File: src/rtl/clk_div_ctrl.sv
// Purpose: run-time controller for the fabric clock divider; sequences divisor changes, start and stop on period boundaries.
// Latency: en to first clk_out rise is 1 cycle; a divisor accepted while running takes effect at the next period boundary.
// Backpressure: cfg_ready drops while a divisor is pending and rises again at the boundary that consumes it.
module clk_div_ctrl #(
  parameter int WIDTH       = 28,
  parameter int DEFAULT_DIV = 4
) (
  input  logic             clk_in,
  input  logic             rst_n,
  input  logic             en,
  input  logic             cfg_valid,
  input  logic [WIDTH-1:0] cfg_div,
  output logic             cfg_ready,
  output logic             cfg_err,
  output logic             clk_out,
  output logic             period_tick,
  output logic             running,
  output logic [WIDTH-1:0] cur_div
);

  typedef enum logic {IDLE = 1'b0, RUN = 1'b1} state_t;

  localparam logic [WIDTH-1:0] DIV_RST = WIDTH'(DEFAULT_DIV);

  state_t           state_q, state_d;
  logic [WIDTH-1:0] cnt_q, cnt_d;
  logic [WIDTH-1:0] div_q, div_d;
  logic [WIDTH-1:0] pend_q, pend_d;
  logic             pend_v_q, pend_v_d;
  logic             clk_out_q, clk_out_d;
  logic             tick_q, tick_d;
  logic             err_q, err_d;

  logic xfer;
  logic legal;
  logic boundary;

  assign xfer     = cfg_valid && !pend_v_q;
  assign legal    = (cfg_div >= WIDTH'(2));
  assign boundary = (cnt_q == (div_q - WIDTH'(1)));

  // Next-state: counter advance, boundary handling, and divisor intake
  always_comb begin
    state_d   = state_q;
    cnt_d     = cnt_q;
    div_d     = div_q;
    pend_d    = pend_q;
    pend_v_d  = pend_v_q;
    clk_out_d = clk_out_q;
    tick_d    = 1'b0;
    err_d     = xfer && !legal;

    if (state_q == IDLE) begin
      cnt_d     = '0;
      clk_out_d = 1'b0;
      // In IDLE there is no period in flight, so a legal divisor lands directly
      if (xfer && legal) begin
        div_d = cfg_div;
      end
      if (en) begin
        state_d   = RUN;
        cnt_d     = '0;
        clk_out_d = 1'b1;
      end
    end else begin
      if (!boundary) begin
        cnt_d     = cnt_q + WIDTH'(1);
        clk_out_d = ((cnt_q + WIDTH'(1)) < (div_q >> 1));
      end else begin
        tick_d = 1'b1;
        if (pend_v_q) begin
          div_d    = pend_q;
          pend_v_d = 1'b0;
        end
        cnt_d = '0;
        if (en) begin
          clk_out_d = 1'b1;
        end else begin
          state_d   = IDLE;
          clk_out_d = 1'b0;
        end
      end
      // Mid-run offers are parked until the next boundary; pend_v_q was 0 if xfer is set
      if (xfer && legal) begin
        pend_d   = cfg_div;
        pend_v_d = 1'b1;
      end
    end
  end

  // State and output registers; reset forces clk_out low even mid-high-phase
  always_ff @(posedge clk_in or negedge rst_n) begin
    if (!rst_n) begin
      state_q   <= IDLE;
      cnt_q     <= '0;
      div_q     <= DIV_RST;
      pend_q    <= '0;
      pend_v_q  <= 1'b0;
      clk_out_q <= 1'b0;
      tick_q    <= 1'b0;
      err_q     <= 1'b0;
    end else begin
      state_q   <= state_d;
      cnt_q     <= cnt_d;
      div_q     <= div_d;
      pend_q    <= pend_d;
      pend_v_q  <= pend_v_d;
      clk_out_q <= clk_out_d;
      tick_q    <= tick_d;
      err_q     <= err_d;
    end
  end

  assign cfg_ready   = !pend_v_q;
  assign cfg_err     = err_q;
  assign clk_out     = clk_out_q;
  assign period_tick = tick_q;
  assign running     = (state_q == RUN);
  assign cur_div     = div_q;

endmodule

File: config.mk
export PLATFORM = sky130hd
export DESIGN_NAME = clk_div_ctrl
export DESIGN_NICKNAME = d
export VERILOG_FILES = /design/src/rtl/clk_div_ctrl.sv
export SDC_FILE = /design/constraint.sdc
export NUM_CORES = 1
export LEC_CHECK = 0
export ABC_CLOCK_PERIOD_IN_PS = 5350
export CAP_MARGIN = 20
export CORE_ASPECT_RATIO = 0.75
export CORE_UTILIZATION = 35
export CTS_CLUSTER_SIZE = 30
export DETAILED_ROUTE_END_ITERATION = 10
export SYNTH_ARGS = -nofsm -noshare
export SYNTH_HDL_FRONTEND = slang
export SYNTH_SLANG_ARGS = --single-unit
File: constraint.sdc
create_clock -name clk_in -period 5.35 [get_ports clk_in]
set_input_delay 1.3375 -clock clk_in [delete_from_list [all_inputs] [get_ports clk_in]]
set_output_delay 1.3375 -clock clk_in [all_outputs]
set_load 0.005 [all_outputs]
* Yosys cells after proc, flatten, opt, wreduce, memory -nomap -nowiden
Index checks and enable logic that the tools add are counted.
Cells by class: add/sub/neg operators 2, order comparisons 2, equal/unequal tests 3, multiplexer cells 15, reduce and logical (&&, ||, !) cells 10
Operators with widths (number):
- $mux 28 | 6
- $add 28x1->28 const B | 1
- $eq 28x28->1 | 1
- $ge 28x2->1 const B | 1
- $lt 28x27->1 | 1
- $sub 28x1->28 const B | 1
- $mux 1 | 9
- $ne 2x1->1 const B | 2
- $reduce_and 2->1 | 2
- $reduce_bool 2->1 | 2
- $logic_and 1x1->1 | 3
- $reduce_and 3->1 | 1
- $logic_not 1->1 | 2
Storage, ports and cells: register bits 89, input bits 32, output and inout bits 33, logic and storage cells 40

* Logic depth before layout (Yosys ltp)
depth in word-level cells 5, mapped depth 15, gate-level depth less buffers 15

* Worst setup path after synthesis
Ideal clock, no wire load.
kind input -> register, start input cfg_div[15], end register pend_q[19], library setup time 0.125 ns, arrival time 3.088 ns, data required time 5.225 ns, setup slack 2.138 ns, cell stages on the path 8, path buffers 2, cell sequence nor4_1 nand2_1 nor3_1 nor3b_1 nand2_1 clkbuf_1 clkbuf_1 mux2_2
Between the ends: word-level cells in the longest chain between the ends 3
RTL lines:
- start, declared | line 12 | input logic [WIDTH-1:0] cfg_div,
- $ge 28x2->1 | line 39 | assign legal = (cfg_div >= WIDTH'(2));
- $logic_and 1x1->1 | line 84 | if (xfer && legal) begin
- $reduce_and 2->1 (no line)
- end signal, assigned | line 106 | pend_q <= pend_d;
- end, declared | line 28 | logic [WIDTH-1:0] pend_q, pend_d;
Every way passes these cells. A chain may end at the register's enable or synchronous reset.

* Final worst setup path
start register div_q[1], in the netlist cur_div[1], end register div_q[24], in the netlist cur_div[24]
Between the ends: word-level cells in the longest chain between the ends 4
RTL lines:
- start, declared | line 27 | logic [WIDTH-1:0] div_q, div_d;
- start signal, assigned | line 105 | div_q <= div_d;
- $sub 28x1->28 | line 40 | assign boundary = (cnt_q == (div_q - WIDTH'(1)));
- $eq 28x28->1 | line 40
- $ne 2x1->1 (no line)
- $reduce_and 3->1 (no line)
Every way passes these cells.

==> impl_metrics.ini <==
[pwr]
ir_drop_v = 0.000175
clkPwrFrac = 0.419
switching_share = 0.253
seq_power_share = 0.490
p_per_area_mw_per_mm2 = 213
p_leak_uw = 0.00318
power_switching_uw = 367
pwr-share-comb = 0.091
p_int_uw = 1080

[worst_setup_path]
cp-start-kind = flip-flop
timing.rr.end = cur_div[24]
worstSetupStartpoint = cur_div[1]
worstSetupPathType = flip-flop to flip-flop
crit_arrival_ps = 4010
path_max_fanout = 28
cp-end-kind = flip-flop
r2r-start = cur_div[1]
required_ps = 5620
reg2reg_depth = 11
r2r_slack_ps = 1610

[clock_tree]
cts_buffers = 9
holdBufCountCts = 0
clk_pin_slew_ps = 60
cts_setup_buffers = 0
cts_tree = built
cts_resized = 0
root_buffer = clkbuf_16
cts_sinks = 89
htreeDepth = 3
cts_buffer_depth = 2
clock_latency_ps = 350

[timing]
drv_slew = 0
final.period_utilization = 0.699
clock_skew_ps = 5.75
timing.final.hold_violations = 0
setup_viol = 0
slew_headroom = 0.471
whs_ps = 505
rsz0062_at_grt = false
worst_slew_pin_slew_ps = 794
min_period_ps = 3740
setup_tns_ps = 0
timing.fmax_mhz = 268

[drt]
viasPerCell = 5.43
num_vias = 4464
dr.first_iter.drc_count = 328
dr.pass1.iters = 5
wl_per_cell_um = 18.2
drt_wl_total_um = 15000
final_antenna_net_count = 0
drc = 0

[finish]
nets = 667
area_delta_synth_final_pct = 19.2
antenna_cells = 0
fin_util = 0.426
instances_no_fill = 822
drive_gt1_frac = 0.106

[worst_hold_path]
holdPathEnd = pend_q[13]
min_path_cells = 1
hp-class = flip-flop to flip-flop
worstHoldStart = pend_q[13]

[die]
io_pins = 65
core_mm2 = 0.0160
initial_core_util = 0.357
die-height_um = 113
die_area_mm2 = 0.0168
rows = 40
die-width_um = 149

[yosys]
post-synth-top-count-cell = dfrtp_1
synth_top_area_frac = 0.386
yosysUniqueCellTypes = 62
ys_top_cells_by_count = dfrtp_1, mux2i_1, inv_1
synth-main-ff-cell = dfrtp_1
syn_area_per_cell_um2 = 10.3
ys_ff_latch = 89
seq_area_frac_synth = 0.391
syn-cell-area_mm2 = 0.00570
synth_edf_count = 0
async_flop_share = 1.00
ys.warnings.count = 0
synth.net_count = 611
synth_cells = 551
synth_largest_area_cell = dfrtp_1
synth_area_leaders = dfrtp_1, mux2i_1, ha_1

[global_routing]
grt_usage = 0.191
grt_pass1_vias = 4420
globalRouteOverflowTotal = 0
antenna_found_initial = 0
grt_max_degree = 63
grt_pass1_wl_um = 24600

[job]
maxCapViolCount = 0

[placement]
numPortBuffers = 64
dp_cells = 806
place_congestion = 0.890
dp.final_hpwl_um = 11400

[outcome]
status = finished clean
[cells in the final DEF (no fill, tap or decap), types with 24 or more instances in the layout]
cell type / netlist / routed
ha_1: 28 / 28
inv_1: 34 / 34
xnor2_1: 30 / 30
nand2_1: 29 / 29
dfrtp_1: 88 / 87
mux2i_1: 58 / 58
xor2_1: 24 / 24
clkdlybuf4s50_1: 0 / 63
mux2_2: 28 / 28
and3_1: 31 / 31
[worst max path at each step]
stage / cells past startpoint / end
6_report: 11 / cur_div[24]
5_1_grt: 15 / clk_out
4_1_cts: 14 / clk_out
3_5_place_dp: 8 / pend_q[26]
3_3_place_gp: 8 / pend_q[20]
2_1_floorplan: 8 / pend_q[19]
[routing by layer]
metal	global-route usage	share of wire
met2	0.269	0.43
met1	0.292	0.50
met5	0	0
met3	0.0398	0.055
met4	0.0503	0.012
[worst max-delay path: stages, from the launching register on]
cell       delay [ps]
dfrtp_1           460
inv_1             140
ha_1              250
nor4b_4           490
and4_1            270
o2111ai_1         130
nor4_1            360
nor4b_2           370
nand4_2           290
o2bb2ai_4         180
buf_4             450
mux2i_1           250
[power groups by stage]
stage / Sequential (µW) / Clock (µW) / Combinational (µW)
after floorplan: 712 / 0 / 55.7
after global placement: 722 / 0 / 130
after detailed placement: 722 / 0 / 132
after CTS: 709 / 623 / 134
after global routing: 711 / 654 / 147
final: 710 / 606 / 132
[per-stage QoR]
stage / total power (µW) / area [µm²] / setup WS, ps
6_report: 1450 / 6790 / 1610
5_1_grt: 1510 / 6790 / 1350
4_1_cts: 1470 / 6790 / 1660
3_5_place_dp: 854 / 6510 / 1280
3_3_place_gp: 852 / 6510 / 1340
2_1_floorplan: 768 / 5700 / 2140
[cell type report]
class	instances	area, µm²
Inverter	34	128
Timing Repair Buffer	69	676
Multi-Input combinational cell	404	3220
Clock inverter	5	40.0
Tap cell	210	263
Clock buffer	11	243
Fill cell	1485	9170
Sequential cell	89	2230
[logic make-up after synthesis]
kind of cell,after synthesis,share of synthesized area
AOI/OAI and AO/OA,53,0.0636
xor gates and xnor gates,54,0.0829
adders and majority gates,28,0.0614
buffers and inverters,58,0.0474
DFF,89,0.391
muxes,86,0.157
and+or+nand+nor,183,0.197
[flip-flops by register name (all words and copies together) (netlist names)]
| name | flops |
|---|---|
| cur_div | 28 |
| pend_v_q | 1 |
| cfg_err | 1 |
| cnt_q | 28 |
| clk_out | 1 |
| running | 1 |
| period_tick | 1 |
| pend_q | 28 |
Note: power is estimated with default switching activity, not from simulation.
